==> config.mk <==
export PLATFORM = sky130hd
export DESIGN_NAME = sa_ws_sequencer
export DESIGN_NICKNAME = d
export VERILOG_FILES = /design/src/rtl/sa_ws_sequencer.sv
export SDC_FILE = /design/constraint.sdc
export NUM_CORES = 1
export LEC_CHECK = 0
export CORE_MARGIN = 2
export CORE_UTILIZATION = 52
export DETAILED_ROUTE_END_ITERATION = 7
export HOLD_SLACK_MARGIN = 0.08
export PLACE_DENSITY = 0.8
export SKIP_LAST_GASP = 1
export SLEW_MARGIN = 20
export SYNTH_ARGS = -nofsm -noshare
export SYNTH_HDL_FRONTEND = slang
export SYNTH_SLANG_ARGS = --single-unit
==> constraint.sdc <==
create_clock -name clk -period 3.1 [get_ports clk]
set_input_delay 0.62 -clock clk [delete_from_list [all_inputs] [get_ports clk]]
set_output_delay 0.62 -clock clk [all_outputs]
set_load 0.02 [all_outputs]
==> src/rtl/sa_ws_sequencer.sv <==
// sa_ws_sequencer: activation feed controller for a weight-stationary array.
// Reads N vectors, skews them diagonally onto the rows, then counts results.
module sa_ws_sequencer #(
    parameter int SA_ROW        = 3,
    parameter int DATA_WIDTH    = 8,
    parameter int ADDR_WIDTH    = 10,
    parameter int MAX_VEC       = 256,
    parameter int DRAIN_TIMEOUT = 32,
    parameter int CNT_W         = $clog2(MAX_VEC + 1)
) (
    input  logic                         clk,
    input  logic                         nrst,
    input  logic                         start,
    input  logic [CNT_W-1:0]             num_vec,
    input  logic [ADDR_WIDTH-1:0]        base_addr,
    output logic                         busy,
    output logic                         done,
    output logic                         err,
    output logic                         rd_en,
    output logic [ADDR_WIDTH-1:0]        rd_addr,
    input  logic [SA_ROW*DATA_WIDTH-1:0] rd_data,
    output logic                         sa_iv,
    output logic [SA_ROW*DATA_WIDTH-1:0] row_A_o,
    input  logic                         sa_ov,
    output logic [CNT_W-1:0]             ov_count
);

    localparam int CYC_W = CNT_W + 1;
    localparam int TMR_W = $clog2(DRAIN_TIMEOUT + 1);

    localparam logic [CNT_W-1:0] MAX_N    = CNT_W'(MAX_VEC);
    localparam logic [CYC_W-1:0] SKEW     = CYC_W'(SA_ROW - 1);
    localparam logic [TMR_W-1:0] TMR_LAST = TMR_W'(DRAIN_TIMEOUT - 1);

    typedef enum logic [1:0] {
        S_IDLE,
        S_FEED,
        S_DRAIN
    } state_t;

    state_t                  r_state;
    state_t                  w_state_nxt;

    logic                    r_busy;
    logic                    r_done;
    logic                    r_err;
    logic                    r_rd_en;
    logic [ADDR_WIDTH-1:0]   r_rd_addr;
    logic                    r_sa_iv;
    logic [CNT_W-1:0]        r_ov_count;
    logic [CNT_W-1:0]        r_n;
    logic [CYC_W-1:0]        r_cyc;
    logic [TMR_W-1:0]        r_tmr;
    logic                    r_v0;

    logic                    w_busy_nxt;
    logic                    w_done_nxt;
    logic                    w_err_nxt;
    logic                    w_rd_en_nxt;
    logic [ADDR_WIDTH-1:0]   w_rd_addr_nxt;
    logic                    w_sa_iv_nxt;
    logic [CNT_W-1:0]        w_cnt_nxt;
    logic [CNT_W-1:0]        w_n_nxt;
    logic [CYC_W-1:0]        w_cyc_nxt;
    logic [TMR_W-1:0]        w_tmr_nxt;

    logic [CNT_W-1:0]        w_n_sat;
    logic [CNT_W-1:0]        w_cnt_inc;
    logic [CYC_W-1:0]        w_last;
    logic [CYC_W-1:0]        w_cyc_inc;
    logic                    w_feed_more;

    logic [DATA_WIDTH-1:0]   w_lane_in [SA_ROW];

    // Job length clamp, result counter step and feed-phase bookkeeping
    always_comb begin
        w_n_sat     = (num_vec > MAX_N) ? MAX_N : num_vec;
        w_cnt_inc   = r_ov_count;
        if (sa_ov && (r_ov_count != r_n)) begin
            w_cnt_inc = r_ov_count + 1'b1;
        end
        w_last      = {1'b0, r_n} + SKEW;
        w_cyc_inc   = r_cyc + 1'b1;
        w_feed_more = (w_cyc_inc < {1'b0, r_n});
    end

    // Sequencer next-state and next-output decode
    always_comb begin
        w_state_nxt   = r_state;
        w_busy_nxt    = r_busy;
        w_done_nxt    = 1'b0;
        w_err_nxt     = r_err;
        w_rd_en_nxt   = 1'b0;
        w_rd_addr_nxt = r_rd_addr;
        w_sa_iv_nxt   = 1'b0;
        w_cnt_nxt     = r_ov_count;
        w_n_nxt       = r_n;
        w_cyc_nxt     = r_cyc;
        w_tmr_nxt     = r_tmr;

        unique case (r_state)
            S_IDLE: begin
                if (start) begin
                    if (num_vec == '0) begin
                        w_done_nxt = 1'b1;
                    end else begin
                        w_state_nxt   = S_FEED;
                        w_busy_nxt    = 1'b1;
                        w_err_nxt     = 1'b0;
                        w_cnt_nxt     = '0;
                        w_n_nxt       = w_n_sat;
                        w_cyc_nxt     = '0;
                        w_rd_en_nxt   = 1'b1;
                        w_rd_addr_nxt = base_addr;
                    end
                end
            end
            S_FEED: begin
                w_cnt_nxt = w_cnt_inc;
                w_cyc_nxt = w_cyc_inc;
                if (r_cyc == w_last) begin
                    w_state_nxt = S_DRAIN;
                    w_tmr_nxt   = '0;
                end else begin
                    // r_cyc < last, so the next cycle is still a valid beat
                    w_sa_iv_nxt = 1'b1;
                    w_rd_en_nxt = w_feed_more;
                    if (w_feed_more) begin
                        w_rd_addr_nxt = r_rd_addr + 1'b1;
                    end
                end
            end
            S_DRAIN: begin
                w_cnt_nxt = w_cnt_inc;
                // A completing beat beats a simultaneous timeout
                if (w_cnt_inc == r_n) begin
                    w_state_nxt = S_IDLE;
                    w_busy_nxt  = 1'b0;
                    w_done_nxt  = 1'b1;
                end else if (r_tmr == TMR_LAST) begin
                    w_state_nxt = S_IDLE;
                    w_busy_nxt  = 1'b0;
                    w_done_nxt  = 1'b1;
                    w_err_nxt   = 1'b1;
                end else begin
                    w_tmr_nxt = r_tmr + 1'b1;
                end
            end
            default: begin
                w_state_nxt = S_IDLE;
                w_busy_nxt  = 1'b0;
            end
        endcase
    end

    // Sequencer state and registered outputs
    always_ff @(posedge clk or posedge nrst) begin
        if (nrst) begin
            r_state    <= S_IDLE;
            r_busy     <= 1'b0;
            r_done     <= 1'b0;
            r_err      <= 1'b0;
            r_rd_en    <= 1'b0;
            r_rd_addr  <= '0;
            r_sa_iv    <= 1'b0;
            r_ov_count <= '0;
            r_n        <= '0;
            r_cyc      <= '0;
            r_tmr      <= '0;
            r_v0       <= 1'b0;
        end else begin
            r_state    <= w_state_nxt;
            r_busy     <= w_busy_nxt;
            r_done     <= w_done_nxt;
            r_err      <= w_err_nxt;
            r_rd_en    <= w_rd_en_nxt;
            r_rd_addr  <= w_rd_addr_nxt;
            r_sa_iv    <= w_sa_iv_nxt;
            r_ov_count <= w_cnt_nxt;
            r_n        <= w_n_nxt;
            r_cyc      <= w_cyc_nxt;
            r_tmr      <= w_tmr_nxt;
            r_v0       <= r_rd_en;
        end
    end

    // Buffer data is only meaningful the cycle after a read; zero otherwise
    always_comb begin
        for (int k = 0; k < SA_ROW; k++) begin
            w_lane_in[k] = '0;
            if (r_v0) begin
                w_lane_in[k] = rd_data[k*DATA_WIDTH +: DATA_WIDTH];
            end
        end
    end

    // Row 0 needs no skew: it follows the buffer output directly
    assign row_A_o[0 +: DATA_WIDTH] = w_lane_in[0];

    for (genvar k = 1; k < SA_ROW; k++) begin : g_skew
        logic [DATA_WIDTH-1:0] r_dly [k];

        // k-stage delay line producing the diagonal skew for row k
        always_ff @(posedge clk or posedge nrst) begin
            if (nrst) begin
                for (int i = 0; i < k; i++) begin
                    r_dly[i] <= '0;
                end
            end else begin
                r_dly[0] <= w_lane_in[k];
                for (int i = 1; i < k; i++) begin
                    r_dly[i] <= r_dly[i-1];
                end
            end
        end

        assign row_A_o[k*DATA_WIDTH +: DATA_WIDTH] = r_dly[k-1];
    end

    assign busy     = r_busy;
    assign done     = r_done;
    assign err      = r_err;
    assign rd_en    = r_rd_en;
    assign rd_addr  = r_rd_addr;
    assign sa_iv    = r_sa_iv;
    assign ov_count = r_ov_count;

endmodule

Yosys cells after proc, flatten, opt, wreduce, memory -nomap -nowiden
Cells that the tools add are included.
Widths: inputs -> output; s select.
{"block": "op_classes", "add_sub_neg": 5, "eq_ne": 15, "mux": 47, "n_bitwise": 2, "order_cmp": 2, "reduce_logical": 16}
{"op": "$mux 10", "count": 6}
{"op": "$pmux 10 s2", "count": 2}
{"op": "$mux 9", "count": 4}
{"op": "$mux 8", "count": 3}
{"op": "$add 10x1->10 const B", "count": 2}
{"op": "$mux 6", "count": 3}
{"op": "$pmux 9 s2", "count": 1}
{"op": "$mux 1", "count": 17}
{"op": "$ne 2x2->1 const B", "count": 8}
{"op": "$pmux 6 s2", "count": 1}
{"op": "$reduce_and 4->1", "count": 3}
{"op": "$add 9x2->10 const B", "count": 1}
{"op": "$eq 10x10->1", "count": 1}
{"op": "$lt 10x9->1", "count": 1}
{"op": "$mux 2", "count": 5}
{"op": "$reduce_and 5->1", "count": 2}
{"op": "$add 9x1->9 const B", "count": 1}
{"op": "$eq 9x9->1", "count": 1}
{"op": "$gt 9x9->1 const B", "count": 1}
{"op": "$logic_not 9->1", "count": 1}
{"op": "$ne 9x9->1", "count": 1}
{"op": "$reduce_and 3->1", "count": 3}
{"op": "$reduce_bool 2->1", "count": 4}
{"op": "$add 6x1->6 const B", "count": 1}
{"op": "other kinds (11)", "count": 14}
{"block": "totals", "elab_cells": 102, "input_bits": 47, "output_inout_bits": 48, "reg_bits": 76}

Depth between registers and ports, before layout
{"block": "logic_depth", "depth_word": 6, "mapped_depth": 12, "mapped_depth_nobuf": 10}

Worst setup path after synthesis
No wires, ideal clock.
{"block": "synth_path", "path_type": "register -> register", "from": "reg r_cyc[3]", "to": "reg r_rd_addr[1] (netlist: rd_addr[1])", "period_less_slack_ns": 2.674, "stages_incl_launch_ff": 11, "setup_ns": 0.125, "t_arrival_ns": 2.549, "path_slack_ns": 0.426, "path_buffers": 1, "required_time_ns": 2.975, "path_cell_list": "dfrtp_1 clkbuf_1 and4_1 nand4_1 xnor2_1 ha_1 a21o_1 a211oi_1 o211ai_2 a21oi_2 mux2_4"}
{"block": "synth_via", "elab_chain_cells": 4, "elab_cells_between_ends": 6, "cone_classes": "add/sub: 1; order compare: 1; eq/ne: 3; reduce/logical: 1"}
{"item": "from (decl)", "line": "52", "text": "logic [CYC_W-1:0] r_cyc;"}
{"item": "from (signal assigned)", "line": "181", "text": "r_cyc <= w_cyc_nxt;"}
{"item": "$add 10x1->10", "line": "83", "text": "w_cyc_inc = r_cyc + 1'b1;"}
{"item": "$lt 10x9->1", "line": "84", "text": "w_feed_more = (w_cyc_inc < {1'b0, r_n});"}
{"item": "$ne 2x2->1 (no source line)"}
{"item": "$reduce_and 5->1 (no source line) (*)"}
{"item": "to (signal assigned)", "line": "177", "text": "r_rd_addr <= w_rd_addr_nxt;"}
{"item": "to (decl)", "line": "48", "text": "logic [ADDR_WIDTH-1:0] r_rd_addr;"}
Every way passes the cells marked *; elsewhere a longest branch is shown, timed or not.
A chain may end at the register's enable or synchronous reset.

Worst setup path after layout
Ends and elaborated chain as after synthesis.

==> metrics.md <==
| Metric | Value |
|---|---|
| Worst min path class | `reg2reg` |
| Internal | `2.99 mW` |
| Reg-to-reg endpoint | `rd_addr[1]$_DFFE_PP0P_` |
| Reg2Reg Setup Slack | `0.18 ns` |
| Pin count of the biggest net entering global routing | `38` |
| Register area share after synthesis | `39.8%` |
| Initial Util | `54.3%` |
| Top cells by area, synth | `dfrtp_1 (40%), ha_1 (4.4%), and2_1 (3.7%)` |
| Actual slew at the worst max-slew pin | `0.685 ns` |
| R2R depth | `10` |
| Critical path origin | `r_cyc[3]$_DFFE_PP0P_` |
| GPL Wtd Cong | `0.885` |
| Syn Nets | `569` |
| Hold path depth | `0` |
| CTS Buffer Depth | `2` |
| Filler cells | `701` |
| Maximum VDD drop | `0.000458 V` |
| Final Max Slew Viols | `0` |
| FFs w/ async S/R, synth | `100%` |
| Min Tclk post-route | `2.92 ns` |
| Clock transition at path regs | `0.09 ns` |
| All-Layer GR Usage | `22.9%` |
| CP max-delay cell | `dfrtp_1` |
| Tot Pwr | `5.38 mW` |
| Sw Share | `44.4%` |
| Slew HR | `54.1%` |
| #FFs+latches synth | `76` |
| CTS H-tree lvls | `3` |
| Leading area contributor after synthesis | `dfrtp_1` |
| Multi-input logic area | `0.00251 mm²` |
| Final Hold Viols | `0` |
| Die ar. | `0.00998 mm²` |
| Post-Synthesis Cells | `505` |
| CTS tree | `yes` |
| Period Utilization, post-route | `94.1%` |
| Vias in the first global route | `3930` |
| Worst path max stage delay | `0.49 ns` |
| Clock power share | `14.7%` |
| Clock Latency Late Sink | `0.36 ns` |
| Post-DR wirelength/cell | `16.2 µm` |
| CP Launch Type | `flip-flop` |
| Worst Setup EP | `rd_addr[1]$_DFFE_PP0P_` |
| Leak | `2.48 nW` |
| Sequential share of power | `31.5%` |
| Worst Setup End Kind | `flip-flop` |
| Final setup vio count | `0` |
| CP Cell Sequence | `and4_1 -> and4_1 -> xor2_1 -> ha_1 -> o2111ai_1 -> nor2_1 -> o21ai_0 -> o211ai_2 -> a21oi_4 -> mux2_4` |
| Row count | `34` |
| NetSw | `2.39 mW` |
| Antenna diodes | `0` |
| RSZ-0062 raised after global routing | `false` |
| Crit Path Class | `reg2reg` |
| Vias per Instance | `5.89` |
| Area Growth Syn to Fin | `24.0%` |
| Synth cell types | `77` |
| PwrDens | `907 mW/mm²` |
| Worst Path Required | `3.35 ns` |
| Top-count cell post-synth | `dfrtp_1` |
| Fin nets | `642` |
| # IOs | `95` |
| Worst R2R Start | `r_cyc[3]$_DFFE_PP0P_` |
| Commonest cells in the netlist | `dfrtp_1 (76), nand2_1 (41), and2_1 (28), o21ai_0 (28), nand3_1 (22)` |
| Layout cells sized above 1 | `10.6%` |
| Final wirelength | `11200 µm` |
| Most used cell, CP | `and4_1` |
| Crit path max fanout | `7` |
| Sequential Area | `0.00190 mm²` |
| Hpwl dp | `8140 µm` |
| First-pass GRT wire length | `18600 µm` |
| IO Port Bufs | `94` |
| CP arrival | `3.16 ns` |
| Status | `finished, final reports clean` |
| Number of enable flip-flop cells after synthesis | `0` |
| Number of synthesis warnings | `0` |
| Cell Area, Synth | `0.00478 mm²` |
| Initial DRC Count | `275` |
| CTS sink cnt | `76` |
| Chip height | `99.9 µm` |
| Comb power frac | `53.7%` |
| Die Wd | `99.9 µm` |
| DRT antenna net count | `0` |
| Mean Syn Cell Area | `9.47 µm²` |
| Max-cap check violation count | `0` |
| Setup Buffers After CTS | `0` |
| Fmax | `343 MHz` |
| Area fraction of the dominant cell type after synthesis | `39.8%` |
| Clock Skews | `0.00715 ns` |
| Fin Setup TNS | `0 ns` |
| Via count | `4073` |
| DRT Pass-1 Iters | `5` |
| GRT overflow | `0` |
| Post-route DRC | `0` |
| CTS Root Cell | `clkbuf_8` |
| Core box area | `0.00881 mm²` |
| Number of buffers created by CTS | `9` |
| Post-synth top flop | `dfrtp_1` |
| Initial antenna violation count | `0` |
## power by group through the flow
| stage | sequential [mW] | combinational (mW) | clock, mW |
|---|---|---|---|
| finish | 1.70 | 2.89 | 0.792 |
| global route | 1.75 | 3.18 | 0.850 |
| CTS | 1.69 | 2.86 | 0.814 |
| detailed placement | 1.71 | 2.84 | 0 |
| global placement | 1.69 | 2.78 | 0 |
| floorplan | 1.70 | 2.05 | 0 |
## worst max-delay path: cells and delay by family (launching register included)
family,cells,cell delay [ns]
AOI/OAI and AO/OA,4,0.84
muxes,1,0.32
and+or+nand+nor,3,0.61
xor gates and xnor gates,1,0.24
adders and majority gates,1,0.30
DFF,1,0.49
## what timing repair did
action,in CTS,in global routing
hold buffers,0,0
endpoints found under the setup margin,0,1
resized for setup,0,2
## cell usage in the layout (no fill, tap or decap), drive strengths merged, types with 3 or more instances in the layout
cell type and instances:
a22o 6, clkbuf 9, or3 4, and4 3, nor4 9, and2 28, nor3 13, inv 24
clkdlybuf4s50 94, a311oi 5, xor2 14, o21ai 30, xnor2 16, buf 19, nand2b 13, ha 17
nand4 8, a21oi 12, nand3b 5, o32a 3, mux2 7, a22oi 5, nor2 18, o211ai 4
nand2 41, o31ai 3, a211oi 6, nand3 23, a31oi 3, o22ai 4, and3 8, dfrtp 76
o2111ai 3, o21a 3, a32o 8
## layout make-up
| cell class | count | area share (%) |
|---|---|---|
| multi-input cells | 356 | 42.3 |
| flip-flops and latches | 76 | 32.1 |
| repair buffers | 113 | 18.5 |
| well taps | 108 | 2.28 |
| clock buffers | 9 | 2.09 |
| clock inverters | 7 | 1.39 |
| inverters | 22 | 1.39 |
## kinds of logic after synthesis
group                    Yosys count  synth area share [%]
multiplexers                       8                  1.94
flip-flops                        76                  39.8
buffers and inverters             73                  8.08
XOR/XNOR                          30                  5.65
AND/OR/NAND/NOR                  184                  21.2
adder cells (fa/ha/maj)           17                  4.45
AO/OA/AOI/OAI                    117                  18.9
## worst min path at each step
| stage | from | end |
|---|---|---|
| after floorplan | g_skew[2].r_dly[8]$_DFF_PP0_ | row_A_o[16]$_DFF_PP0_ |
| after global placement | g_skew[2].r_dly[11]$_DFF_PP0_ | row_A_o[19]$_DFF_PP0_ |
| after detailed placement | g_skew[2].r_dly[9]$_DFF_PP0_ | row_A_o[17]$_DFF_PP0_ |
| after CTS | g_skew[2].r_dly[10]$_DFF_PP0_ | row_A_o[18]$_DFF_PP0_ |
| after global routing | g_skew[2].r_dly[9]$_DFF_PP0_ | row_A_o[17]$_DFF_PP0_ |
| final | g_skew[2].r_dly[10]$_DFF_PP0_ | row_A_o[18]$_DFF_PP0_ |
## per-stage QoR
step | instances | util (%) | instance area (µm²) | hold slack (ns) | setup WS (ns)
2_1_floorplan | 505 | - | 4780 | 0.331 | 0.426
3_3_place_gp | 675 | 64.8 | 5710 | 0.332 | 0.125
3_5_place_dp | 675 | 64.8 | 5710 | 0.335 | 0.0950
4_1_cts | 691 | 67.2 | 5920 | 0.354 | 0.130
5_1_grt | 691 | 67.3 | 5930 | 0.358 | 0.0199
6_report | 691 | 67.3 | 5930 | 0.353 | 0.183
## sequential cells by signal, summed over array words and instances, names as in the netlist, 2 cells and up
| signal | count |
|---|---|
| r_tmr | 6 |
| r_state | 2 |
| r_n | 9 |
| r_cyc | 10 |
| ov_count | 9 |
| rd_addr | 10 |
| row_A_o | 8 |
| g_skew.r_dly | 16 |
## layer usage
layer  vias to the layer above  share of wire [%]  track usage [%]
met2                       141                 48             37.8
li1                       1968                  -                -
met5                         -                  0                0
met1                      1952                 44             30.7
met3                        12                6.1             5.50
met4                         0                1.2             5.58
No activity file was read; power rests on OpenSTA's default activity.
